$ cat src/rtl/rr_stream_mux.sv
// rr_stream_mux: registered N-to-1 valid/ready stream multiplexer.
// The grant comes either from a manual channel select or from a fair
// round-robin search that starts at rr_ptr. The winning word is captured in a
// single output register together with its channel tag. A saturating counter
// tracks how many input transfers have been accepted.
module rr_stream_mux #(
  parameter int NUM_CH = 8,
  parameter int DATA_W = 8,
  parameter int CNT_W  = 16,
  localparam int SEL_W = $clog2(NUM_CH)
) (
  input  logic                     clk,
  input  logic                     rst_n,
  input  logic [NUM_CH*DATA_W-1:0] in_data,
  input  logic [NUM_CH-1:0]        in_valid,
  output logic [NUM_CH-1:0]        in_ready,
  input  logic                     mode,
  input  logic [SEL_W-1:0]         sel,
  output logic [DATA_W-1:0]        out_data,
  output logic [SEL_W-1:0]         out_ch,
  output logic                     out_valid,
  input  logic                     out_ready,
  output logic [CNT_W-1:0]         xfer_cnt
);

  // NUM_CH widened by one bit so it can be compared against a wrapped index sum.
  localparam logic [SEL_W:0]   NUM_CH_X = (SEL_W+1)'(NUM_CH);
  localparam logic [SEL_W-1:0] LAST_CH  = SEL_W'(NUM_CH - 1);

  logic [DATA_W-1:0] out_data_reg;
  logic [SEL_W-1:0]  out_ch_reg;
  logic              out_valid_reg;
  logic [SEL_W-1:0]  rr_ptr_reg;
  logic [CNT_W-1:0]  xfer_cnt_reg;

  logic              load_en;
  logic              grant;
  logic [SEL_W-1:0]  g;
  logic              rr_grant;
  logic [SEL_W-1:0]  rr_idx;
  logic [SEL_W:0]    probe;

  // Valid vector padded to the full index range. Indices >= NUM_CH read as
  // not valid, so an out-of-range manual select can never win.
  logic [(1<<SEL_W)-1:0] valid_pad;

  // Zero-extend in_valid to every index that sel can address.
  always_comb begin
    valid_pad = '0;
    valid_pad[NUM_CH-1:0] = in_valid;
  end

  // Round-robin search. Walk downward so that the final write wins, which
  // leaves the smallest offset from rr_ptr. Wrap at NUM_CH, not at 2^SEL_W.
  always_comb begin
    rr_grant = 1'b0;
    rr_idx   = '0;
    probe    = '0;
    for (int k = NUM_CH - 1; k >= 0; k--) begin
      probe = {1'b0, rr_ptr_reg} + (SEL_W+1)'(k);
      if (probe >= NUM_CH_X) probe = probe - NUM_CH_X;
      if (valid_pad[probe[SEL_W-1:0]]) begin
        rr_grant = 1'b1;
        rr_idx   = probe[SEL_W-1:0];
      end
    end
  end

  // Pick the grant source for this cycle from the current mode.
  always_comb begin
    if (mode) begin
      grant = rr_grant;
      g     = rr_idx;
    end else begin
      grant = valid_pad[sel];
      g     = sel;
    end
  end

  // The output register may refill in the same cycle that it drains.
  assign load_en = ~out_valid_reg | out_ready;

  // One-hot ready towards the granted channel. Gating with rst_n keeps every
  // ready low while reset is held, even though the register then reads empty.
  generate
    for (genvar gi = 0; gi < NUM_CH; gi++) begin : g_ready
      assign in_ready[gi] = rst_n & load_en & grant & (g == SEL_W'(gi));
    end
  endgenerate

  // Output register, round-robin pointer and saturating transfer counter.
  always_ff @(posedge clk or negedge rst_n) begin
    if (!rst_n) begin
      out_data_reg  <= '0;
      out_ch_reg    <= '0;
      out_valid_reg <= 1'b0;
      rr_ptr_reg    <= '0;
      xfer_cnt_reg  <= '0;
    end else if (load_en) begin
      if (grant) begin
        out_data_reg  <= in_data[g*DATA_W +: DATA_W];
        out_ch_reg    <= g;
        out_valid_reg <= 1'b1;
        rr_ptr_reg    <= (g == LAST_CH) ? '0 : g + 1'b1;
        if (xfer_cnt_reg != '1) xfer_cnt_reg <= xfer_cnt_reg + 1'b1;
      end else begin
        out_valid_reg <= 1'b0;
      end
    end
  end

  assign out_data  = out_data_reg;
  assign out_ch    = out_ch_reg;
  assign out_valid = out_valid_reg;
  assign xfer_cnt  = xfer_cnt_reg;

endmodule

$ cat config.mk
export PLATFORM = sky130hd
export DESIGN_NAME = rr_stream_mux
export DESIGN_NICKNAME = d
export VERILOG_FILES = /design/src/rtl/rr_stream_mux.sv
export SDC_FILE = /design/constraint.sdc
export NUM_CORES = 1
export LEC_CHECK = 0
export CORE_MARGIN = 3
export CORE_UTILIZATION = 45
export CTS_CLUSTER_SIZE = 10
export DETAILED_ROUTE_END_ITERATION = 8
export PLACE_DENSITY = 0.85
export SETUP_SLACK_MARGIN = 0.1
export SYNTH_ARGS = -nofsm -noshare
export SYNTH_HDL_FRONTEND = slang
export SYNTH_SLANG_ARGS = --single-unit
$ cat constraint.sdc
create_clock -name clk -period 4.85 [get_ports clk]
set_input_delay 0.485 -clock clk [delete_from_list [all_inputs] [get_ports clk]]
set_output_delay 0.485 -clock clk [all_outputs]
set_load 0.02 [all_outputs]
* Word-level counts from Yosys, hierarchy flattened
Cells that the tools add are included.
Storage, ports and cells: input bits 79, logic and storage cells 109, flip-flop bits (word level) 31, output and inout port bits 36
Operators by class: reductions and logical operators 3, shift-type cells 1, $add $sub $neg 17, magnitude comparators 17, bitwise logic cells 12, equality and inequality tests 8, mux-type cells 46
Operators by type and width (count):
- $shiftx 64x7->8 | 1
- $mux 3 | 18
- $lt 3x4->1 const B | 9
- $ge 4x4->1 const B | 7
- $bmux 1 s3 | 9
- $sub 3x1->3 const B | 8
- $mux 1 | 19
- $add 16x1->16 const B | 1
- $add 3x3->4 const B | 4
- $ne 16x16->1 const B | 1
- $eq 3x3->1 const B | 4
- $and 1x1->1 | 10
- $add 3x2->4 const B | 2
- $eq 3x2->1 const B | 2
- $add 3x1->4 const B | 1
- $ge 3x4->1 const B | 1
- $add 3x1->3 const B | 1
- $eq 3x1->1 const B | 1
- $logic_not 3->1 | 1
- $reduce_and 3->1 | 1
- $reduce_and 2->1 | 1
- $not 1->1 | 1
- $or 1x1->1 | 1

* Longest topological paths before layout
depth after elaboration 16, gate-level depth with buffers 18, depth with buffers taken out 12

* Worst setup path before layout
No wires, ideal clock.
kind register to output, start register rr_ptr_reg[0], end output port in_ready[7], setup slack 602 ps, cell stages (with the launch flop) 18, required time 4365 ps, arrival 3763 ps, buffers on the path 5, cells stage by stage dfrtp_1 > buf_6 > buf_6 > inv_1 > ha_1 > buf_2 > buf_4 > mux2i_1 > mux4_2 > o21ai_1 > a21oi_1 > or4b_4 > a31o_4 > inv_2 > buf_2 > ha_1 > ha_1 > and3_1
Between the ends: longest elaborated chain between the ends 16, elaborated cells between the ends (all ways) 68, those cells by class 15 x add/sub; 8 x order compare; 1 x eq/ne; 42 x mux; 2 x bitwise
Ends and longest elaborated chain:
- start, declared | RTL line 33 | logic [SEL_W-1:0] rr_ptr_reg;
- start signal, assigned | RTL line 104 | rr_ptr_reg <= (g == LAST_CH) ? '0 : g + 1'b1;
- $add 3x3->4 | RTL line 60 | probe = {1'b0, rr_ptr_reg} + (SEL_W+1)'(k);
- $ge 4x4->1 or $sub 3x1->3 (tied branches) | RTL line 61 | if (probe >= NUM_CH_X) probe = probe - NUM_CH_X;
- $mux 3 | RTL line 61
- $bmux 1 s3 | RTL line 62 | if (valid_pad[probe[SEL_W-1:0]]) begin
- $mux 1 (implied by the code) | RTL line 62
- $mux 3 or $mux 1 (tied branches) (8 in a row) | RTL line 62
- $mux 3 or $mux 1 (tied branches) | RTL line 71 | if (mode) begin
- $eq 3x3->1 or $and 1x1->1 (tied branches) | RTL line 87 | assign in_ready[gi] = rst_n & load_en & grant & (g == SEL_W'(gi));
- $and 1x1->1 * | RTL line 87
- end, declared | RTL line 16 | output logic [NUM_CH-1:0] in_ready,
Every way passes the cells marked *; elsewhere a longest branch is shown, timed or not. The select of a mux whose other input is x is not followed.

* Final worst setup path
start input port in_valid[2], end output port in_ready[7]
Between the ends: longest elaborated chain between the ends 13, elaborated cells between the ends (all ways) 39, those cells by class 1 x eq/ne; 36 x mux; 2 x bitwise
Ends and longest elaborated chain:
- start, declared | RTL line 15 | input logic [NUM_CH-1:0] in_valid,
- $bmux 1 s3 | RTL line 62
- $mux 1 (implied by the code) | RTL line 62
- $mux 3 or $mux 1 (tied branches) (8 in a row) | RTL line 62
- $mux 3 or $mux 1 (tied branches) | RTL line 71
- $eq 3x3->1 or $and 1x1->1 (tied branches) | RTL line 87
- $and 1x1->1 * | RTL line 87
Marked as above.

==> flow_summary.yaml <==
power:
  total_power_mw: 2.779
  power_leakage_nw: 1.789
  peakVddDrop_mv: 0.2768
  cellPowerDensity_nw_per_um2: 636.8
worst_setup_path:
  reg2reg_from: "rr_ptr_reg[1]"
  crit_type: "in -> out"
  crit_required_ns: 4.37
  worstPathCellList: "clkdlybuf4s50_1 -> mux4_2 -> mux2_4 -> o21ai_1 -> a21oi_1 -> or4b_4 -> a31o_4 -> inv_2 -> ha_1 -> ha_1 -> and3_1 -> clkdlybuf4s50_1"
  rrSetupSlack_ns: 0.90
  crit_slowest_cell: "clkdlybuf4s50_1"
  critPathLaunchType: "input port"
  slowest_delay_ns: 0.60
  cp.arrival_ns: 4.17
  reg2reg_to: "xfer_cnt[10]"
  cp_max_fo: 19
  end_kind: "primary output"
  rr_worst_depth: 12
clock_network:
  postCtsHoldBufs: 0
  cts.sinks: 31
  cts_tree: "done"
  cts.root.buffer_cell: "clkbuf_8"
  insertion_delay_ns: 0.29
  cts_max_level: 2
  cts_buffer_depth: 2
  numCtsBuffers: 5
  clkTransAtPathRegs_ns: 0.07
min_path:
  hold_path.class: "reg -> reg"
  hp-start: "xfer_cnt[12]"
  hold_end: "xfer_cnt[12]"
  holdPathStages: 1
outcome:
  status: "finished, final reports clean"
timing:
  slew_headroom_pct: 51.19
  fin_skew_ns: 0.007408
  drv_slew: 0
  finalCritPeriodShare_pct: 95.96
  min_period_ns: 4.654
  fin_tns_setup_ns: 0
  rsz0062_at_grt: "no"
  setup_viol: 0
  fmax_mhz: 214.9
  finalHoldViolations: 0
  tightest_slew_ns: 0.7220
route:
  drtIter0Drc: 265
  vias_per_cell: 5.992
  num_vias: 3062
  routed_wl_um: 9239
  wl_per_cell_um: 18.08
  antenna_left: 0
  drc: 0
  firstDrtPassIters: 5
grt:
  grt_overflow: 0
  grt_max_degree: 29
  gr-usage-all-layers_pct: 23.94
  antenna_found_initial: 0
  grt_pass1_wl_um: 14770
  first_global_vias: 3032
yosys:
  syn_area_per_cell_um2: 9.405
  synth_cells: 325
  synth_ff_type: "dfrtp_1"
  yosysWarnings: 0
  ys_seq_area_share_pct: 25.38
  synth-edff-count: 0
  synthesis.nets: 409
  yosysUniqueCellTypes: 56
  synth_area_um2: 3057
  synth_seq_cells: 31
  ys_async_sr_fraction_pct: 100.0
final_layout:
  finish.instance_area_um2: 4363
  antenna_cells: 0
  final_layout_size_suffix_gt1_share_pct: 13.59
  final_net_count: 518
  largest_reg_flops: 16
  layout.cells.non_filler: 511
  final_core_util_pct: 67.55
  areaGrowthSynthToFinish_pct: 42.73
  fillers: 490
die:
  rows: 29
  dieArea_um2: 7817
  ios: 115
  core_area_um2: 6459
  die_w_um: 88.42
  initial_core_util_pct: 47.33
  chipHeight_um: 88.42
place:
  dp.cells: 504
  gp_congestion: 0.9142
  placed_cell_area_um2: 4238
  dp_hpwl_um: 7074
  io_buffer_count: 114
run:
  drv_cap: 0
## routing by layer
metal	vias to the layer above	wire (um)	track usage, %	part of all wire, %
li1	1431	-	-	-
met1	1454	3718	30.69	40
met2	161	4665	40.92	50
met3	16	687	5.493	7.4
met4	0	168	6.044	1.8
met5	-	0	0	0
## stage by stage
stage	hold slack [ns]	setup WS [ns]
final	0.4981	0.1962
after global routing	0.5063	0.07045
after CTS	0.4965	0.1473
after detailed placement	0.4803	0.2062
after global placement	0.4815	0.3003
after floorplan	0.1894	0.6024
## power breakdown
group	internal [mW]	total [mW]	switching (mW)	leakage, nW
clock	0.111	0.205	0.0943	0.0470
combinational	0.990	2.13	1.14	1.36
sequential	0.346	0.441	0.0944	0.381
## cells in the final DEF, fill, tap and decap left out, types with 2 or more instances in the layout
cell | netlist | routed
mux2_1 | 12 | 12
clkdlybuf4s50_1 | 0 | 110
mux2i_1 | 8 | 7
or2_2 | 2 | 2
ha_1 | 5 | 4
and2_1 | 9 | 9
a311o_1 | 8 | 8
and3_1 | 13 | 13
a211oi_1 | 2 | 2
nor3_1 | 6 | 6
mux2_2 | 7 | 7
mux2_4 | 2 | 2
or3_1 | 2 | 2
nand2b_1 | 5 | 5
a31oi_1 | 10 | 10
buf_4 | 5 | 9
mux4_2 | 16 | 16
o21ai_1 | 3 | 3
a21oi_1 | 7 | 7
xor2_1 | 7 | 7
nand2_1 | 37 | 37
o21ai_0 | 10 | 10
nor2_1 | 24 | 24
nand3_1 | 13 | 13
nor2b_1 | 5 | 5
a211oi_2 | 2 | 2
inv_2 | 3 | 3
inv_1 | 6 | 6
o221ai_1 | 9 | 9
clkbuf_8 | 0 | 6
dfrtp_1 | 31 | 31
xnor2_1 | 11 | 11
a21o_1 | 8 | 8
dlymetal6s2s_1 | 0 | 4
## worst max-delay path, delay by kind of cell
family	cells	cell delay [ns]
buf+inv	3	1.24
mux	2	0.91
simple gates	2	0.65
compound gates	3	0.57
fa+ha+maj	2	0.32
## cells in the mapped netlist (all sizes together), types with 2 or more instances
cell type | instances | area (um^2)
a2111oi | 2 | 25.02
a211oi | 4 | 40.03
a21o | 8 | 60.06
a21oi | 7 | 35.03
a311o | 8 | 80.08
a31oi | 10 | 62.56
and2 | 9 | 56.30
and3 | 13 | 81.33
buf | 14 | 113.9
clkbuf | 7 | 27.52
dfrtp | 31 | 775.7
ha | 5 | 62.56
inv | 9 | 33.78
mux2 | 21 | 244.0
mux2i | 8 | 80.08
mux4 | 16 | 360.4
nand2 | 37 | 138.9
nand2b | 5 | 31.28
nand3 | 13 | 65.06
nor2 | 25 | 96.35
nor2b | 5 | 31.28
nor3 | 6 | 30.03
o21ai | 13 | 65.06
o221ai | 9 | 78.83
o31a | 2 | 26.28
o31ai | 2 | 20.02
or2 | 2 | 12.51
or3 | 2 | 12.51
xnor2 | 12 | 112.6
xor2 | 7 | 61.31
## cell families (layout without fill, tap and decap cells)
kind of cell | Yosys count | in the layout | synth area share [%]
adders and majority gates | 5 | 5 | 2.047
and+or+nand+nor | 122 | 122 | 19.57
muxes | 45 | 45 | 22.39
buffers and inverters | 30 | 139 | 5.730
DFF | 31 | 31 | 25.38
xor gates and xnor gates | 19 | 19 | 5.690
AOI/OAI and AO/OA | 73 | 73 | 19.20
## what timing repair did
| action | 4_1_cts | 5_1_grt |
|---|---|---|
| buffers inserted | 0 | 0 |
| pin swaps | 0 | 0 |
| endpoints found under the setup margin | 6 | 8 |
| resized for setup | 1 | 7 |
## area by class of cell
cell class,instances,area [um^2],area share (%)
Sequential cell,31,775.7,17.78
Timing Repair Buffer,123,1219,27.93
Multi-Input combinational cell,264,2151,49.30
Tap cell,77,96.34,2.208
Clock inverter,1,5.005,0.1147
Clock buffer,6,82.58,1.893
Inverter,9,33.78,0.7743
## worst max-delay path by stage
stage,start,endpoint,slack (ns),depth (start not counted)
after floorplan,rr_ptr_reg[0],in_ready[7],0.60,17
after global placement,in_valid[1],in_ready[7],0.30,12
after detailed placement,in_valid[1],in_ready[7],0.21,12
after CTS,rr_ptr_reg[1],in_ready[7],0.15,13
after global routing,rr_ptr_reg[1],in_ready[5],0.07,12
final,in_valid[2],in_ready[7],0.20,12
(Power assumes the default switching activity.)
